[config.mk]
export PLATFORM = sky130hd
export DESIGN_NAME = decode_queue_ctrl
export DESIGN_NICKNAME = d
export VERILOG_FILES = /design/src/rtl/decode_queue_ctrl.sv
export SDC_FILE = /design/constraint.sdc
export NUM_CORES = 1
export LEC_CHECK = 0
export ABC_AREA = 1
export CORE_ASPECT_RATIO = 1.75
export CORE_MARGIN = 3
export CORE_UTILIZATION = 50
export CTS_CLUSTER_SIZE = 12
export DETAILED_ROUTE_END_ITERATION = 7
export GPL_ROUTABILITY_DRIVEN = 0
export PLACE_DENSITY_LB_ADDON = 0.12
export SLEW_MARGIN = 20
export SYNTH_ARGS = -nofsm -noshare
export SYNTH_HDL_FRONTEND = slang
export SYNTH_SLANG_ARGS = --single-unit
[constraint.sdc]
create_clock -name clk_i -period 9.97 [get_ports clk_i]
set_input_delay 0.997 -clock clk_i [delete_from_list [all_inputs] [get_ports clk_i]]
set_output_delay 0.997 -clock clk_i [all_outputs]
set_load 0.02 [all_outputs]
[src/rtl/decode_queue_ctrl.sv]
// Fetch-to-decode instruction queue: circular FIFO with a two-state controller that
// stops accepting entries after one carrying a fetch exception, until a flush.
module decode_queue_ctrl #(
  parameter int VADDR_WIDTH      = 32,
  parameter int MAX_ILEN         = 32,
  parameter int XCPT_CAUSE_WIDTH = 32,
  parameter int DEPTH            = 4
) (
  input  logic                          clk_i,
  input  logic                          rst_i,
  input  logic                          instr_valid_i,
  output logic                          instr_ready_o,
  input  logic [VADDR_WIDTH-1:0]        instr_pc_i,
  input  logic [MAX_ILEN-1:0]           instr_content_i,
  input  logic                          xcpt_valid_i,
  input  logic [XCPT_CAUSE_WIDTH-1:0]   xcpt_cause_i,
  input  logic                          flush_i,
  output logic                          deco_valid_o,
  input  logic                          deco_ready_i,
  output logic [VADDR_WIDTH-1:0]        deco_pc_o,
  output logic [MAX_ILEN-1:0]           deco_instr_o,
  output logic                          deco_xcpt_valid_o,
  output logic [XCPT_CAUSE_WIDTH-1:0]   deco_xcpt_cause_o,
  output logic [$clog2(DEPTH):0]        count_o,
  output logic                          state_o
);

  localparam int AW = $clog2(DEPTH);
  localparam int EW = VADDR_WIDTH + MAX_ILEN + 1 + XCPT_CAUSE_WIDTH;
  localparam logic [AW:0] FULL_COUNT = (AW+1)'(DEPTH);

  typedef enum logic {
    RUN   = 1'b0,
    XHOLD = 1'b1
  } state_t;

  state_t          state_reg;
  logic [AW-1:0]   wr_ptr_reg;
  logic [AW-1:0]   rd_ptr_reg;
  logic [AW:0]     count_reg;
  logic [EW-1:0]   mem [DEPTH];

  logic            push;
  logic            pop;
  logic [EW-1:0]   wr_entry;
  logic [EW-1:0]   head_entry;

  // Flush blocks both handshakes so nothing moves in the cycle being discarded.
  assign instr_ready_o = (count_reg < FULL_COUNT) && (state_reg == RUN) && !flush_i;
  assign deco_valid_o  = (count_reg != '0) && !flush_i;

  assign push = instr_valid_i && instr_ready_o;
  assign pop  = deco_valid_o && deco_ready_i;

  assign wr_entry   = {instr_pc_i, instr_content_i, xcpt_valid_i, xcpt_cause_i};
  assign head_entry = mem[rd_ptr_reg];

  assign {deco_pc_o, deco_instr_o, deco_xcpt_valid_o, deco_xcpt_cause_o} = head_entry;
  assign count_o = count_reg;
  assign state_o = state_reg;

  // Entry storage carries no reset; validity is tracked purely by the pointers.
  always_ff @(posedge clk_i) begin
    if (push) begin
      mem[wr_ptr_reg] <= wr_entry;
    end
  end

  always_ff @(posedge clk_i) begin
    if (rst_i || flush_i) begin
      wr_ptr_reg <= '0;
      rd_ptr_reg <= '0;
      count_reg  <= '0;
      state_reg  <= RUN;
    end else begin
      if (push) begin
        wr_ptr_reg <= wr_ptr_reg + AW'(1);
      end
      if (pop) begin
        rd_ptr_reg <= rd_ptr_reg + AW'(1);
      end
      case ({push, pop})
        2'b10:   count_reg <= count_reg + (AW+1)'(1);
        2'b01:   count_reg <= count_reg - (AW+1)'(1);
        default: count_reg <= count_reg;
      endcase
      // Once a faulting entry is queued, younger fetches are wrong-path until flushed.
      case (state_reg)
        RUN:     if (push && xcpt_valid_i) state_reg <= XHOLD;
        XHOLD:   state_reg <= XHOLD;
        default: state_reg <= RUN;
      endcase
    end
  end

endmodule

==> flow_summary.yaml, run 1 <==
cts:
  clockBufferDepth: 3
  clock-sinks: 398
  htreeDepth: 2
  cts_tree: "yes"
  root_buffer: "clkbuf_16"
  cts_buffers: 39
  insertion_delay_ps: 520
  path_clk_slew_ps: 60
  cts_resized: 0
  cts_setup_buffers: 0
  ctsHoldBuffers: 0
setup_path:
  r2r_setup_slack_ps: 6950
  endpoint_kind: "primary output"
  endpoint: "deco_pc_o[23]"
  critPathKind: "register to primary output"
  r2r_cells: 5
  worst_ep_required_time_ps: 8970
  r2r-start: "count_o[2]"
  r2r-end: "mem[2][18]"
  cp_max_fo: 101
  start_kind: "register"
  arrival_ps: 3710
cells_and_area:
  area_growth_syn_to_layout_pct: 22.79
  drive_gt1_share_pct: 5.324
  largest_register_ff_count: 388
  fin_nets: 1320
  largest_register: "mem"
  post-route-cell-area_um2: 18270
  fin_util_pct: 62.17
routing:
  dr_total_vias: 8865
  finalWirelength_um: 31440
  ant_nets: 0
  drtPass1Iterations: 5
  drt_iter0_drc: 501
  drc: 0
  wl_per_cell_um: 19.59
  via_per_inst: 5.523
floorplanning:
  ios: 205
  start_util_pct: 50.63
  die_area_um2: 31950
  die_w_um: 136.4
  rows: 83
  die_y_um: 234.2
  core_area_um2: 29390
synthesis:
  muxShareOfSynthArea_pct: 0
  synth_area_leaders: "edfxtp_1 (78%), nor2_1 (5.2%), o21ai_0 (4.5%), o22ai_1 (4.1%), o21ai_1 (2.1%)"
  synth.distinct_cells: 21
  synth_top_area_cell: "edfxtp_1"
  synth-xor-area-share_pct: 0
  synth.most_common_cell: "edfxtp_1"
  synth_area_um2: 14880
  synth_adder_area_share_pct: 0.5549
  syn_area_per_cell_um2: 14.66
  synth_common_cells: "edfxtp_1 (388), nor2_1 (205), o21ai_0 (133), o22ai_1 (97), o21ai_1 (63)"
  synthFlopType: "edfxtp_1"
  synth_warnings: 0
  synth_compound_area_share_pct: 10.91
  synth-edff-count: 388
  seq_area_frac_synth_pct: 79.64
  synth_top_area_share_pct: 78.30
  synthSimpleGateAreaFrac_pct: 5.760
  synth_top_family_by_area: "compound AO/OA/AOI/OAI gates"
  ys_seq_elements: 398
  syn_inst: 1015
  async_flop_share_pct: 0
  syn-num-nets: 1123
timing:
  drv_slew: 0
  period_minus_slack_ps: 4706
  finClkSkew_ps: 6.363
  worst_pin_slew_ps: 992.4
  rsz0062_at_grt: "false"
  finalCritPeriodShare_pct: 47.20
  final.setup.worst_slack_ps: 5264
  maxSlewHeadroom_pct: 33.84
  hold_viol: 0
  final-setup-viol-count: 0
  fmax_mhz: 212.5
  finalSetupTns_ps: 0
hold_path:
  min_path_cells: 2
  hold_class: "register to register"
  min_from: "rd_ptr_reg[0]"
pwr:
  powerDensity_nw_per_um2: 183.2
  p_total_mw: 3.347
  power.leakage_nw: 6.028
  vdd_drop_max_mv: 0.1455
status:
  status: "complete, no violations"
grt:
  grt_pass1_wl_um: 47220
  grt_max_degree: 102
  grtUsageTotal_pct: 19.42
  antenna_found_initial: 4
  grt_pass1_vias: 8824
  grt-ovfl-total: 0
placement:
  numPortBuffers: 204
  place_area_um2: 17190
  place_hpwl_um: 17450
  post-place-ws_ps: 5767
flow_run:
  drv_cap: 0
==> critical path, cell delays in order, from the launching register on <==
cell and delay, ps:
dfxtp_4 530, inv_6 620, buf_4 910, o21ai_0 170
o22ai_1 240, clkdlybuf4s50_1 650
==> per-layer routing <==
layer / routed length [µm] / track usage (%) / share of wire [%]
met5: 34 / 0 / 0.11
met4: 1020 / 7.850 / 3.2
met3: 1868 / 4.852 / 5.9
met2: 16550 / 34.43 / 53
met1: 11960 / 22.40 / 38
==> area by class of cell <==
cell class	count	area [µm²]
Timing Repair Buffer	218	2167
Clock inverter	2	11.26
Clock buffer	48	1062
Tap cell	382	478.0
Multi-Input combinational cell	531	2594
Antenna cell	2	5.005
Inverter	24	96.34
Sequential cell	398	11860
Fill cell	2229	11120
==> kinds of logic after synthesis <==
kind of cell	after synthesis
DFF	398
AOI/OAI and AO/OA	300
and+or+nand+nor	225
buffers and inverters	86
adders and majority gates	6
==> cell usage in the layout (no fill, tap or decap), drive strengths merged <==
cell type	n
a21oi	6
a31oi	1
buf	14
clkbuf	48
clkdlybuf4s50	204
clkinv	2
clkinvlp	1
dfxtp	10
diode	2
edfxtp	388
fa	1
ha	5
inv	23
nand2	13
nand3	3
nand4	3
nor2	205
nor3	1
o21ai	196
o22ai	97
==> how the worst min path moves through the flow <==
stage	end	slack (ps)
finish	rd_ptr_reg[0]	470
CTS	rd_ptr_reg[0]	470
detailed placement	rd_ptr_reg[0]	460
floorplan	register	440
global placement	rd_ptr_reg[0]	460
global route	rd_ptr_reg[0]	530
==> metrics by stage <==
stage                     hold WS [ps]  std cells
after floorplan                  443.4       1015
after global placement           455.4       1552
after detailed placement         462.7       1553
after CTS                        471.3       1603
after global routing             527.5       1604
final                            473.7       1605
==> where the power goes <==
part	internal, mW	switching, mW	total [mW]
registers	1.87	0.00695	1.87
logic	0.0862	0.101	0.187
clock network	0.739	0.548	1.29
total	2.69	0.655	3.35
Note: power is estimated with default switching activity, not from simulation.
==> inputs of run 2 (changes only) <==
--- a/config.mk
+++ b/config.mk
@@ -8,7 +8,7 @@
 export ABC_AREA = 1
 export CORE_ASPECT_RATIO = 1.75
 export CORE_MARGIN = 3
-export CORE_UTILIZATION = 50
+export CORE_UTILIZATION = 49
 export CTS_CLUSTER_SIZE = 12
 export DETAILED_ROUTE_END_ITERATION = 7
 export GPL_ROUTABILITY_DRIVEN = 0
==> constraint.sdc (replaced) <==
create_clock -name clk_i -period 4.1 [get_ports clk_i]
set_input_delay 0.41 -clock clk_i [delete_from_list [all_inputs] [get_ports clk_i]]
set_output_delay 0.41 -clock clk_i [all_outputs]
set_load 0.02 [all_outputs]
==> run 2 against run 1 <==
Compared with the run above: cell count grew 0.37%; critical path depth is the same; count of clock-buffer cells in the layout grew 1; clock skew is essentially flat; wire length grew 3.5%; via count grew 1.1%; sequential power grew 140%; worst setup slack lost 4600 ps; die area grew 2.0%; register-to-register slack lost 5200 ps; flip-flop and latch count is the same.
==> flow_summary.yaml, run 2 (synthesized netlist as in run 1, its figures left out) <==
timing:
  period_minus_slack_ps: 3466
  fmax_mhz: 288.5
  finClkSkew_ps: 6.228
  hold_viol: 0
  maxSlewHeadroom_pct: 52.65
  fin_hold_ws_ps: 468.0
  rsz0062_at_grt: "false"
  finalCritPeriodShare_pct: 84.53
  drv_slew: 0
  final-setup-viol-count: 0
  worst_pin_slew_ps: 710.3
  final.setup.worst_slack_ps: 634.2
setup_path:
  cp_max_fo: 91
  worst_ep_required_time_ps: 3690
  path_buf_inv: 3
  endpoint: "deco_pc_o[19]"
  critPathKind: "register to primary output"
  start_kind: "register"
  crit_chain: "inv_6 -> buf_4 -> o21ai_0 -> o22ai_1 -> clkdlybuf4s50_1"
  r2r-start: "count_o[2]"
  r2r_cells: 4
  path_depth: 5
  endpoint_kind: "primary output"
  slowest_delay_ps: 660
  r2r_setup_slack_ps: 1790
  r2r-end: "mem[3][62]"
  cp_slowest_cell: "clkdlybuf4s50_1"
  arrival_ps: 3060
  cpLargestDelayFamily: "buffers and inverters"
grt:
  grt_use_met2_pct: 34.91
  grt_pass1_vias: 9188
  met3_usage_pct: 4.273
  grt_pass1_wl_um: 49700
  grt-ovfl-total: 0
  grtUsageTotal_pct: 19.99
  antenna_found_initial: 6
  grt_max_degree: 98
  grt_busiest_layer: "met2"
  grtUsageMet1_pct: 24.08
cts:
  cts_setup_buffers: 0
  path_clk_slew_ps: 60
  clockBufferDepth: 3
  htreeDepth: 2
  root_buffer: "clkbuf_16"
  insertion_delay_ps: 520
  cts_resized: 0
  cts_buffers: 39
  clock-sinks: 398
  ctsHoldBuffers: 0
  cts_tree: "yes"
floorplanning:
  rows: 83
  die_w_um: 137.7
  die_area_um2: 32580
  die_y_um: 236.5
  core_area_um2: 29600
  ios: 205
  start_util_pct: 50.28
routing:
  drt_iter0_drc: 711
  wl_per_cell_um: 20.20
  finalWirelength_um: 32540
  drtPass1Iterations: 4
  drc: 0
  ant_nets: 0
  via_per_inst: 5.562
  dr_total_vias: 8961
pwr:
  p_total_mw: 8.130
  powerDensity_nw_per_um2: 442.2
  vdd_drop_max_mv: 0.3609
  power.leakage_nw: 6.060
cells_and_area:
  fin_nets: 1323
  drive_gt1_share_pct: 5.551
  largest_register_ff_count: 388
  fill_cells: 2262
  area_growth_syn_to_layout_pct: 23.54
  layout_common_cells: "edfxtp_1 (388), clkdlybuf4s50_1 (204), nor2_1 (201)"
  post-route-cell-area_um2: 18380
  fin_util_pct: 62.11
  largest_register: "mem"
  layout_commonest_cell: "edfxtp_1"
status:
  status: "complete, no violations"
flow_run:
  drv_cap: 0
placement:
  place_hpwl_um: 18390
  numPortBuffers: 204
  post-place-ws_ps: 1111
  place_area_um2: 17310
hold_path:
  hold_class: "register to register"
  min_path_cells: 2
[run 2: changes by cell type in the layout (fill, tap and decap cells not counted), sizes merged]
| cell | delta |
|---|---|
| buf | +3 |
| clkbuf | +1 |
| clkinv | -1 |
| diode | +2 |
| inv | +1 |
[run 2: routing by layer]
metal	up-vias	part of all wire (%)
li1	4207	-
met1	4461	39
met2	229	53
met3	60	5.5
met4	4	2.8
met5	-	0.043
[run 2: power breakdown]
group	switching, mW	internal (mW)
logic	0.246	0.213
registers	0.0186	4.54
clock network	1.33	1.79
[run 2: layout make-up]
cell class	instances	area (µm²)	area share, %
Antenna cell	4	10.01	0.05445
Clock buffer	49	1056	5.744
Clock inverter	2	12.51	0.06806
Inverter	24	95.09	0.5173
Multi-Input combinational cell	531	2594	14.11
Sequential cell	398	11860	64.49
Tap cell	382	478.0	2.600
Timing Repair Buffer	221	2282	12.41
[run 2: tightest hold or removal path: cells and delay by family, from the launching register on]
kind                   cells  cell delay [ps]
AO/OA/AOI/OAI              1               60
flip-flops                 1              300
buffers and inverters      1               60
[run 2: how the worst min path moves through the flow]
stage / start / to
floorplan: rd_ptr_reg[0] / register
global placement: rd_ptr_reg[0] / rd_ptr_reg[0]
detailed placement: rd_ptr_reg[0] / rd_ptr_reg[0]
CTS: rd_ptr_reg[0] / rd_ptr_reg[0]
global route: rd_ptr_reg[0] / rd_ptr_reg[0]
finish: rd_ptr_reg[0] / rd_ptr_reg[0]
[run 2: metrics by stage]
step | instances | TNS, ps
3_3_place_gp | 1556 | 0
4_1_cts | 1607 | 0
2_1_floorplan | 1015 | -92470
5_1_grt | 1611 | 0
6_report | 1611 | 0
3_5_place_dp | 1556 | 0
==> inputs of run 3 (changes only) <==
--- a/config.mk
+++ b/config.mk
@@ -8,7 +8,7 @@
 export ABC_AREA = 1
 export CORE_ASPECT_RATIO = 1.75
 export CORE_MARGIN = 3
-export CORE_UTILIZATION = 49
+export CORE_UTILIZATION = 50
 export CTS_CLUSTER_SIZE = 12
 export DETAILED_ROUTE_END_ITERATION = 7
 export GPL_ROUTABILITY_DRIVEN = 0
==> constraint.sdc (replaced) <==
create_clock -name clk_i -period 3.3 [get_ports clk_i]
set_input_delay 0.33 -clock clk_i [delete_from_list [all_inputs] [get_ports clk_i]]
set_output_delay 0.33 -clock clk_i [all_outputs]
set_load 0.02 [all_outputs]
==> run 3 against run 2 <==
Compared with the run above: register-to-register slack got worse by 500 ps; clock skew rose by 4.2 ps; total power rose by 24%; utilization rose by 0.58 points; sequential share of layout area fell by 0.13 points; clock power rose by 24%; global-route usage fell by 0.22 points; count of clock-buffer cells in the layout fell by 1; combinational power rose by 25%.
==> flow_summary.yaml, run 3 (synthesized netlist as in run 1, its figures left out) <==
status:
  status: "complete, no violations"
routing:
  drc: 0
  drt_iter0_drc: 457
  via_per_inst: 5.571
  drtPass1Iterations: 5
  finalWirelength_um: 32090
  dr_total_vias: 8964
  wl_per_cell_um: 19.94
  ant_nets: 0
cts:
  cts_resized: 0
  root_buffer: "clkbuf_16"
  cts_setup_buffers: 0
  clockBufferDepth: 3
  insertion_delay_ps: 520
  path_clk_slew_ps: 60
  htreeDepth: 2
  cts_buffers: 39
  clock-sinks: 398
  cts_tree: "yes"
  ctsHoldBuffers: 0
grt:
  grtUsageTotal_pct: 19.77
  grt_max_degree: 129
  antenna_found_initial: 3
  grt_pass1_vias: 9072
  grt_pass1_wl_um: 48600
  grt-ovfl-total: 0
setup_path:
  cp_max_fo: 49
  cp_slowest_cell: "clkdlybuf4s50_1"
  start_kind: "register"
  path_buf_inv: 3
  cpLargestDelayFamily: "buffers and inverters"
  critPathKind: "register to primary output"
  worst_ep_required_time_ps: 2970
  endpoint_kind: "primary output"
  slowest_delay_ps: 650
  crit_chain: "inv_6 -> buf_4 -> o21ai_0 -> o22ai_1 -> clkdlybuf4s50_1"
  arrival_ps: 2630
hold_path:
  hold_class: "input pin to register"
floorplanning:
  die_w_um: 136.4
  die_y_um: 234.2
  rows: 83
  core_area_um2: 29390
  ios: 205
  die_area_um2: 31950
  start_util_pct: 50.63
placement:
  numPortBuffers: 204
  place_inst: 1557
  post-place-ws_ps: 852.6
  place_hpwl_um: 18060
  place_area_um2: 17350
timing:
  final.setup.worst_slack_ps: 340.2
  maxSlewHeadroom_pct: 57.13
  hold_viol: 0
  fin_hold_ws_ps: 434.4
  final-setup-viol-count: 0
  worst_pin_slew_ps: 643.0
  fmax_mhz: 337.9
  rsz0062_at_grt: "false"
  finClkSkew_ps: 10.44
  period_minus_slack_ps: 2960
  finalCritPeriodShare_pct: 89.69
  drv_slew: 0
cells_and_area:
  post-route-cell-area_um2: 18420
  layout_commonest_cell: "edfxtp_1"
  layout_common_cells: "edfxtp_1 (388), clkdlybuf4s50_1 (204), nor2_1 (201)"
  fin_nets: 1324
  fin_util_pct: 62.69
  drive_gt1_share_pct: 5.551
  largest_register_ff_count: 388
  largest_register: "mem"
  layoutNonFillerInstCount: 1609
  area_growth_syn_to_layout_pct: 23.81
pwr:
  power.leakage_nw: 6.078
  powerDensity_nw_per_um2: 547.8
  vdd_drop_max_mv: 0.4070
flow_run:
  drv_cap: 0
==> run 3: changes by cell type in the layout (fill, tap and decap cells not counted), sizes merged <==
| cell | before | now |
|---|---|---|
| diode | 4 | 2 |
| buf | 17 | 18 |
| clkbuf | 49 | 48 |
| clkinv | 1 | 2 |
| clkinvlp | 1 | 0 |
==> run 3: per-stage QoR <==
step | power (mW) | setup TNS [ps]
floorplan | 5.986 | -402870
global placement | 6.335 | 0
detailed placement | 6.345 | 0
CTS | 10.20 | 0
global route | 10.39 | 0
finish | 10.09 | 0
==> run 3: report_power, final <==
part	internal [mW]	switching, mW	leakage, nW
clock network	2.21	1.64	0.520
logic	0.267	0.309	1.95
registers	5.64	0.0205	3.61
total	8.12	1.97	6.08
==> run 3: worst paths after layout <==
check	start	to	slack [ps]	cells past startpoint
min	xcpt_cause_i[2]	mem[3][2]	430	1
max	register	deco_xcpt_cause_o[1]	340	5
max reg2reg	count_o[2]	count_o[1]	1290	6
min reg2reg	rd_ptr_reg[0]	rd_ptr_reg[0]	490	2
==> run 3: final cells by class <==
class                      instances  area (µm²)
antenna                            2       5.005
clock buffer                      48        1052
clock inverter                     2       12.51
fill                            2217       10970
inverter                          24       96.34
multi-input combinational        531        2594
sequential                       398       11860
tap                              382       478.0
timing repair buffer             222        2327
==> run 3: per-layer routing <==
metal	GRT usage (%)	share of wire [%]
met4	7.472	2.9
met3	5.088	6.4
met2	34.46	52
met1	23.51	39
met5	0	0.037
